`src/rtl/ioctl_load_ctrl.sv`:
```
// ioctl_load_ctrl
//   Steers the HPS ioctl download stream into the arcade core:
//   - index 0 bytes go to the ROM write port via a mem_req/mem_ack handshake,
//     with ioctl_wait stalling HPS while a write is outstanding;
//   - DIP_INDEX bytes fill the 64-bit DIP bank, MOD_INDEX bytes the variant flag;
//   - game_reset is held through the download and HOLD_CYCLES afterwards, then
//     follows soft_reset.
//   Optional feature (macro LOAD_CHECKSUM_EN): adds rom_sum[15:0], a wrap-around
//   sum of every acknowledged ROM byte. The default build has no rom_sum port.
//
// Ports:
//   clk_sys, reset_n (synchronous, active-low), soft_reset (active-high)
//   ioctl_download/index/wr/addr/dout : HPS download stream in
//   ioctl_wait                        : back-pressure to HPS
//   mem_req/mem_addr/mem_data/mem_ack : ROM write port (level req, 1-cycle ack)
//   dip_sw[63:0], mod_flag            : configuration outputs
//   game_reset, rom_loaded, ovf_err   : core reset, load status, sticky overrun
//   rom_sum[15:0]                     : only with LOAD_CHECKSUM_EN
module ioctl_load_ctrl #(
  parameter int ADDR_W      = 17,
  parameter int ROM_BYTES   = 98304,
  parameter int HOLD_CYCLES = 1024,
  parameter int DIP_INDEX   = 254,
  parameter int MOD_INDEX   = 1
) (
  input  logic              clk_sys,
  input  logic              reset_n,
  input  logic              soft_reset,
  input  logic              ioctl_download,
  input  logic [7:0]        ioctl_index,
  input  logic              ioctl_wr,
  input  logic [24:0]       ioctl_addr,
  input  logic [7:0]        ioctl_dout,
  output logic              ioctl_wait,
  output logic              mem_req,
  output logic [ADDR_W-1:0] mem_addr,
  output logic [7:0]        mem_data,
  input  logic              mem_ack,
  output logic [63:0]       dip_sw,
  output logic              mod_flag,
  output logic              game_reset,
  output logic              rom_loaded,
  output logic              ovf_err
`ifdef LOAD_CHECKSUM_EN
  ,
  output logic [15:0]       rom_sum
`endif
);

  localparam int CNT_W = (HOLD_CYCLES > 1) ? $clog2(HOLD_CYCLES) : 1;

  typedef enum logic [2:0] {
    ST_IDLE  = 3'd0,
    ST_LOAD  = 3'd1,
    ST_WRITE = 3'd2,
    ST_HOLD  = 3'd3,
    ST_RUN   = 3'd4
  } state_t;

  state_t             state_r;
  state_t             state_nx;
  logic [CNT_W-1:0]   hold_cnt_r;

  logic rom_start_s;
  logic rom_wr_s;
  logic req_nx_s;
  logic reset_nx_s;
  logic latch_s;
  logic hold_load_s;
  logic loaded_set_s;
  logic ack_take_s;
  logic ovf_set_s;
  logic sum_clr_s;

  // A new ROM session starts whenever HPS downloads index 0.
  assign rom_start_s = ioctl_download & (ioctl_index == 8'd0);
  // Only index-0 bytes inside the ROM window produce a write request.
  assign rom_wr_s    = ioctl_wr & (ioctl_index == 8'd0) & (ioctl_addr < 25'(ROM_BYTES));

  // State register and post-download hold counter.
  always_ff @(posedge clk_sys) begin
    if (!reset_n) begin
      state_r    <= ST_IDLE;
      hold_cnt_r <= CNT_W'(0);
    end else begin
      state_r <= state_nx;
      if (hold_load_s) begin
        hold_cnt_r <= CNT_W'(HOLD_CYCLES - 1);
      end else if ((state_r == ST_HOLD) && (hold_cnt_r != CNT_W'(0))) begin
        hold_cnt_r <= hold_cnt_r - CNT_W'(1);
      end else begin
        hold_cnt_r <= hold_cnt_r;
      end
    end
  end

  // Next-state decode.
  always_comb begin
    state_nx = state_r;
    case (state_r)
      ST_IDLE: begin
        if (rom_start_s) state_nx = ST_LOAD;
        else             state_nx = ST_IDLE;
      end
      ST_LOAD: begin
        // End of download wins over a byte arriving in the same cycle.
        if (!ioctl_download) state_nx = ST_HOLD;
        else if (rom_wr_s)   state_nx = ST_WRITE;
        else                 state_nx = ST_LOAD;
      end
      ST_WRITE: begin
        // The pending write always completes; a download that ended meanwhile
        // goes straight to HOLD once it does.
        if (mem_ack) state_nx = ioctl_download ? ST_LOAD : ST_HOLD;
        else         state_nx = ST_WRITE;
      end
      ST_HOLD: begin
        if (rom_start_s)                   state_nx = ST_LOAD;
        else if (hold_cnt_r == CNT_W'(0))  state_nx = ST_RUN;
        else                               state_nx = ST_HOLD;
      end
      ST_RUN: begin
        if (rom_start_s) state_nx = ST_LOAD;
        else             state_nx = ST_RUN;
      end
      default: state_nx = ST_IDLE;
    endcase
  end

  // Output decode: values the output registers take at the coming edge.
  always_comb begin
    req_nx_s     = (state_nx == ST_WRITE);
    // game_reset follows soft_reset only in RUN, so it drops on the same
    // edge that leaves HOLD.
    reset_nx_s   = (state_nx == ST_RUN) ? soft_reset : 1'b1;
    latch_s      = (state_r == ST_LOAD) && (state_nx == ST_WRITE);
    hold_load_s  = (state_nx == ST_HOLD) && (state_r != ST_HOLD);
    loaded_set_s = (state_r == ST_HOLD) && (state_nx == ST_RUN);
    ack_take_s   = (state_r == ST_WRITE) && mem_ack;
    ovf_set_s    = (state_r == ST_WRITE) && ioctl_wr;
    sum_clr_s    = (state_nx == ST_LOAD) &&
                   ((state_r == ST_IDLE) || (state_r == ST_HOLD) || (state_r == ST_RUN));
  end

  // Registered ROM port, handshake and status outputs.
  always_ff @(posedge clk_sys) begin
    if (!reset_n) begin
      mem_req    <= 1'b0;
      ioctl_wait <= 1'b0;
      mem_addr   <= {ADDR_W{1'b0}};
      mem_data   <= 8'd0;
      game_reset <= 1'b1;
      rom_loaded <= 1'b0;
      ovf_err    <= 1'b0;
    end else begin
      mem_req    <= req_nx_s;
      ioctl_wait <= req_nx_s;
      game_reset <= reset_nx_s;
      if (latch_s) begin
        mem_addr <= ioctl_addr[ADDR_W-1:0];
        mem_data <= ioctl_dout;
      end else begin
        mem_addr <= mem_addr;
        mem_data <= mem_data;
      end
      rom_loaded <= rom_loaded | loaded_set_s;
      ovf_err    <= ovf_err | ovf_set_s;
    end
  end

  // DIP bank and variant flag; written in any state without handshake.
  always_ff @(posedge clk_sys) begin
    if (!reset_n) begin
      dip_sw   <= 64'd0;
      mod_flag <= 1'b0;
    end else begin
      if (ioctl_wr && (ioctl_index == 8'(DIP_INDEX)) && (ioctl_addr[24:3] == 22'd0)) begin
        dip_sw[{ioctl_addr[2:0], 3'b000} +: 8] <= ioctl_dout;
      end else begin
        dip_sw <= dip_sw;
      end
      if (ioctl_wr && (ioctl_index == 8'(MOD_INDEX))) begin
        mod_flag <= (ioctl_dout != 8'd0);
      end else begin
        mod_flag <= mod_flag;
      end
    end
  end

`ifdef LOAD_CHECKSUM_EN
  // Running sum of acknowledged ROM bytes, restarted with each ROM session.
  always_ff @(posedge clk_sys) begin
    if (!reset_n) begin
      rom_sum <= 16'd0;
    end else if (sum_clr_s) begin
      rom_sum <= 16'd0;
    end else if (ack_take_s) begin
      rom_sum <= rom_sum + {8'd0, mem_data};
    end else begin
      rom_sum <= rom_sum;
    end
  end
`else
  logic unused_s;
  assign unused_s = sum_clr_s ^ ack_take_s;
`endif

endmodule

```
`config.mk`:
```
export PLATFORM = sky130hd
export DESIGN_NAME = ioctl_load_ctrl
export DESIGN_NICKNAME = d
export VERILOG_FILES = /design/src/rtl/ioctl_load_ctrl.sv
export SDC_FILE = /design/constraint.sdc
export NUM_CORES = 1
export LEC_CHECK = 0
export CELL_PAD_IN_SITES_DETAIL_PLACEMENT = 1
export CELL_PAD_IN_SITES_GLOBAL_PLACEMENT = 1
export CORE_MARGIN = 1.5
export CORE_UTILIZATION = 38
export DETAILED_ROUTE_END_ITERATION = 7
export GPL_TIMING_DRIVEN = 0
export HOLD_SLACK_MARGIN = 0.12
export MAX_ROUTING_LAYER = met4
export PLACE_DENSITY = 0.9
export SLEW_MARGIN = 20
export SYNTH_ARGS = -nofsm -noshare
export SYNTH_HDL_FRONTEND = slang
export SYNTH_SLANG_ARGS = --single-unit
```
`constraint.sdc`:
```
create_clock -name clk_sys -period 4.2 [get_ports clk_sys]
set_input_delay 0.42 -clock clk_sys [delete_from_list [all_inputs] [get_ports clk_sys]]
set_output_delay 0.42 -clock clk_sys [all_outputs]
set_load 0.01 [all_outputs]
```
==> metrics list <==
* Wire length per cell after detailed routing: 20.4 um
- After synthesis, the netlist uses 56 different library cells.
- Syn nets: 500
- Detailed placement finished with a half-perimeter wire length of 11.0 mm.
* DRC violation count after routing: 4
* Syn Std Cell Area: 4550 um^2
* CP arrival: 3090 ps
* Count of instances resized after the clock tree is built: 0
* Final net count: 651
- Setup violations remaining at the end of the flow were counted as 0.
- Final WS setup: 1360 ps
* Max capacitance violation total: 0
- Entering global routing, the biggest net connects 22 pins.
- After clock tree synthesis, the flow added hold-fix buffers numbering 0.
- Class of the worst hold path: reg -> reg
- Number of optimization iterations in the first detailed-route pass: 7
- Fraction of synthesis flops using an asynchronous set or reset pin: 0%
* Warnings, synthesis: 0
- Leakage power of the design: 2.62 nW
- Number of enable-type register cells in the synthesized netlist: 0
* Gr ovfl total: 0
- Worst rel slew slack: 50.1%
* Number of synthesized register bits: 107
- Effective utilization at floorplan: 39.3%
- After floorplanning, the core was sized to cover 11,600 um^2.
* Area occupied by multi-input gates: 2260 um^2
* Clock tree buffer depth: 2
* Dominant register cell in the synthesized netlist: dfxtp_1
- The number of global-route vias before repair is 4,364.
* Number of standard-cell rows in the floorplan: 39
* Synthesis-to-layout area growth: 41.4%
* Number of nets still failing antenna checks after routing: 0
* Sum Neg Setup Slack: 0 ps
- Top-level I/O count: 142
* Clock-pin slew on the worst setup and hold paths: 80 ps
- Final hold violation count: 0
- Die Outline Area: 12,600 um^2
- Each instance of the synthesized netlist takes up on average 10.1 um^2.
- Most area-hungry cell type in the Yosys netlist: dfxtp_1
- In this run the tool buffered the top-level ports with 140 buffer cells.
- Setup repair after global routing left no endpoint under its margin.
- Skew final: 9.01 ps
- Outcome: complete, but fails checks
* Root Driver: clkbuf_16
- Dpl ws: 1070 ps
- In this run the post-CTS setup repair buffer count came out at 0.
- GP Congestion: 0.823
* Dpl cells: 732
- # clock sinks: 107
* Overall fraction of global-route tracks in use: 24.7%
* Global-route wire length before repair: 23.5 mm
- Clock latency on the worst-skew pair, taken at its later pin, is 350 ps.
- CTS tree: yes
* Clock period minus final worst setup slack: 2840 ps
* Fraction of final layout cells sized beyond drive strength 1: 6.94%
* Critical Path Fanout Max: 8
- STA puts the critical path data required time at 4450 ps.
- Main area contributors after synthesis: dfxtp_1, mux2i_1, nand2_1
- Summing over every cut layer, the via total after detailed routing is 4,025.
- Dividing the detail-routed via count by the number of cells gives 5.38.
* Slew @ Worst Pin: 743 ps
- Clock tree synthesis inserted a total of 9 buffers.
- The die is 112 um wide.
- The final reports fail on design-rule violations.
- Across the VDD grid, the largest voltage drop is 0.279 mV.
- STA classifies the critical path endpoint as a register.
* Critical Path Source Type: primary input
- Number of cells produced by synthesis: 449
- Sequential cells were found to cover 47.1% of the synthesized design area.
* Final Instance Count excl. Fillers: 748
* Crit share post-route: 67.7%
- The worst setup path is of the in -> reg kind.
* Number of filler instances in the final layout: 1,298
* Area share of the largest cell type after synthesis: 47.1%
- H-tree depth: 3
- The detailed router finished its first iteration with 167 violations.
- The number of antenna diodes in the final layout is 0.
* Number of antenna violations at the first check in global routing: 0
- The final layout contains routed wiring with a total length of 15.2 mm.
* Area occupied by registers: 2140 um^2
- The max-slew violation count came to 0.
* Power per cell area: 311 nW/um^2
- The die is 112 um tall.
- Achievable Freq: 352 MHz
==> logic make-up after synthesis <==
| family | Yosys count | synth area share (%) |
|---|---|---|
| mux | 89 | 19.6 |
| flops | 107 | 47.1 |
| simple gates | 182 | 21.9 |
| xor+xnor | 9 | 1.73 |
| fa+ha+maj | 4 | 1.10 |
| compound gates | 27 | 5.25 |
| buf+inv | 31 | 3.30 |
==> per-stage QoR <==
stage          hold slack (ps)  area [um^2]  util [%]  total power (W)
2_1_floorplan              482         4550         -          0.00108
3_3_place_gp               448         6130      53.0          0.00115
3_5_place_dp               456         6130      53.0          0.00116
4_1_cts                    469         6430      55.6          0.00201
5_1_grt                    487         6430      55.6          0.00206
6_report                   465         6430      55.6          0.00200
==> synth_stat cells (2+ instances only) <==
master,number
dfxtp_1,107
mux2i_1,89
nand2_1,79
nor2b_1,36
nor2_1,17
clkbuf_1,13
inv_1,8
nor4_1,7
o2bb2ai_1,7
nand3_1,6
nor3_1,5
xor2_1,5
ha_1,4
nand4_1,4
xnor2_1,4
buf_2,3
buf_4,3
nor4_2,3
o21ai_0,3
or3_1,3
a21oi_1,2
and2_1,2
and4_1,2
nand3_2,2
nor4_4,2
nor4b_1,2
o2111ai_1,2
==> layout make-up <==
cell class,instances,area share [%]
Buffer,23,1.87
Clock buffer,9,3.50
Clock inverter,7,1.24
Inverter,8,0.467
Multi-Input combinational cell,311,35.1
Sequential cell,107,33.3
Tap cell,143,2.78
Timing Repair Buffer,140,21.8
==> where the power goes <==
group / switching [W] / internal [W] / total, W
sequential: 0.000000101 / 0.00101 / 0.00101
combinational: 0.0000696 / 0.0000566 / 0.000126
clock: 0.000437 / 0.000425 / 0.000862
total: 0.000507 / 0.00149 / 0.00200
==> per-layer routing <==
layer / vias to the layer above / part of all wire [%] / global-route usage (%)
li1: 1859 / - / -
met1: 2003 / 41 / 27.5
met2: 125 / 51 / 44.0
met3: 38 / 5.0 / 5.08
met4: 0 / 2.7 / 8.52
met5: - / 0 / -
==> layout by cell type, fill, tap and decap left out, types with 3 or more instances in the layout <==
cell type / Yosys / routed
buf_2: 3 / 3
buf_4: 3 / 3
clkbuf_1: 13 / 13
clkbuf_16: 0 / 9
clkdlybuf4s50_1: 0 / 140
dfxtp_1: 107 / 107
ha_1: 4 / 4
inv_1: 8 / 8
mux2i_1: 89 / 89
nand2_1: 79 / 79
nand3_1: 6 / 6
nand4_1: 4 / 4
nor2_1: 17 / 17
nor2b_1: 36 / 36
nor3_1: 5 / 5
nor4_1: 7 / 7
nor4_2: 3 / 3
o21ai_0: 3 / 3
o2bb2ai_1: 7 / 7
or3_1: 3 / 3
xnor2_1: 4 / 4
xor2_1: 5 / 5
==> worst max-delay path, stage by stage <==
cell	delay, ps
clkdlybuf4s50_1	660
inv_1	120
ha_1	220
ha_1	370
nor2_1	180
nand4_1	170
nor4_4	590
mux2i_1	280
nor2b_1	60
==> registers in the layout, indices dropped and copies added (netlist names) <==
name and cells:
dip_sw 64, state_r 3, game_reset 1, hold_cnt_r 10, ovf_err 1, rom_loaded 1, mod_flag 1, mem_data 8
mem_addr 17, mem_req 1
==> worst paths after layout <==
| kind | end | slack, ps | depth (start not counted) | startpoint |
|---|---|---|---|---|
| max reg2reg | hold_cnt_r[6] | 1750 | 7 | hold_cnt_r[5] |
| min | dip_sw[27] | 460 | 2 | dip_sw[27] |
| min reg2reg | dip_sw[27] | 460 | 2 | dip_sw[27] |
| max | dip_sw[2] | 1360 | 9 | ioctl_addr[0] |
(Power assumes the default switching activity.)
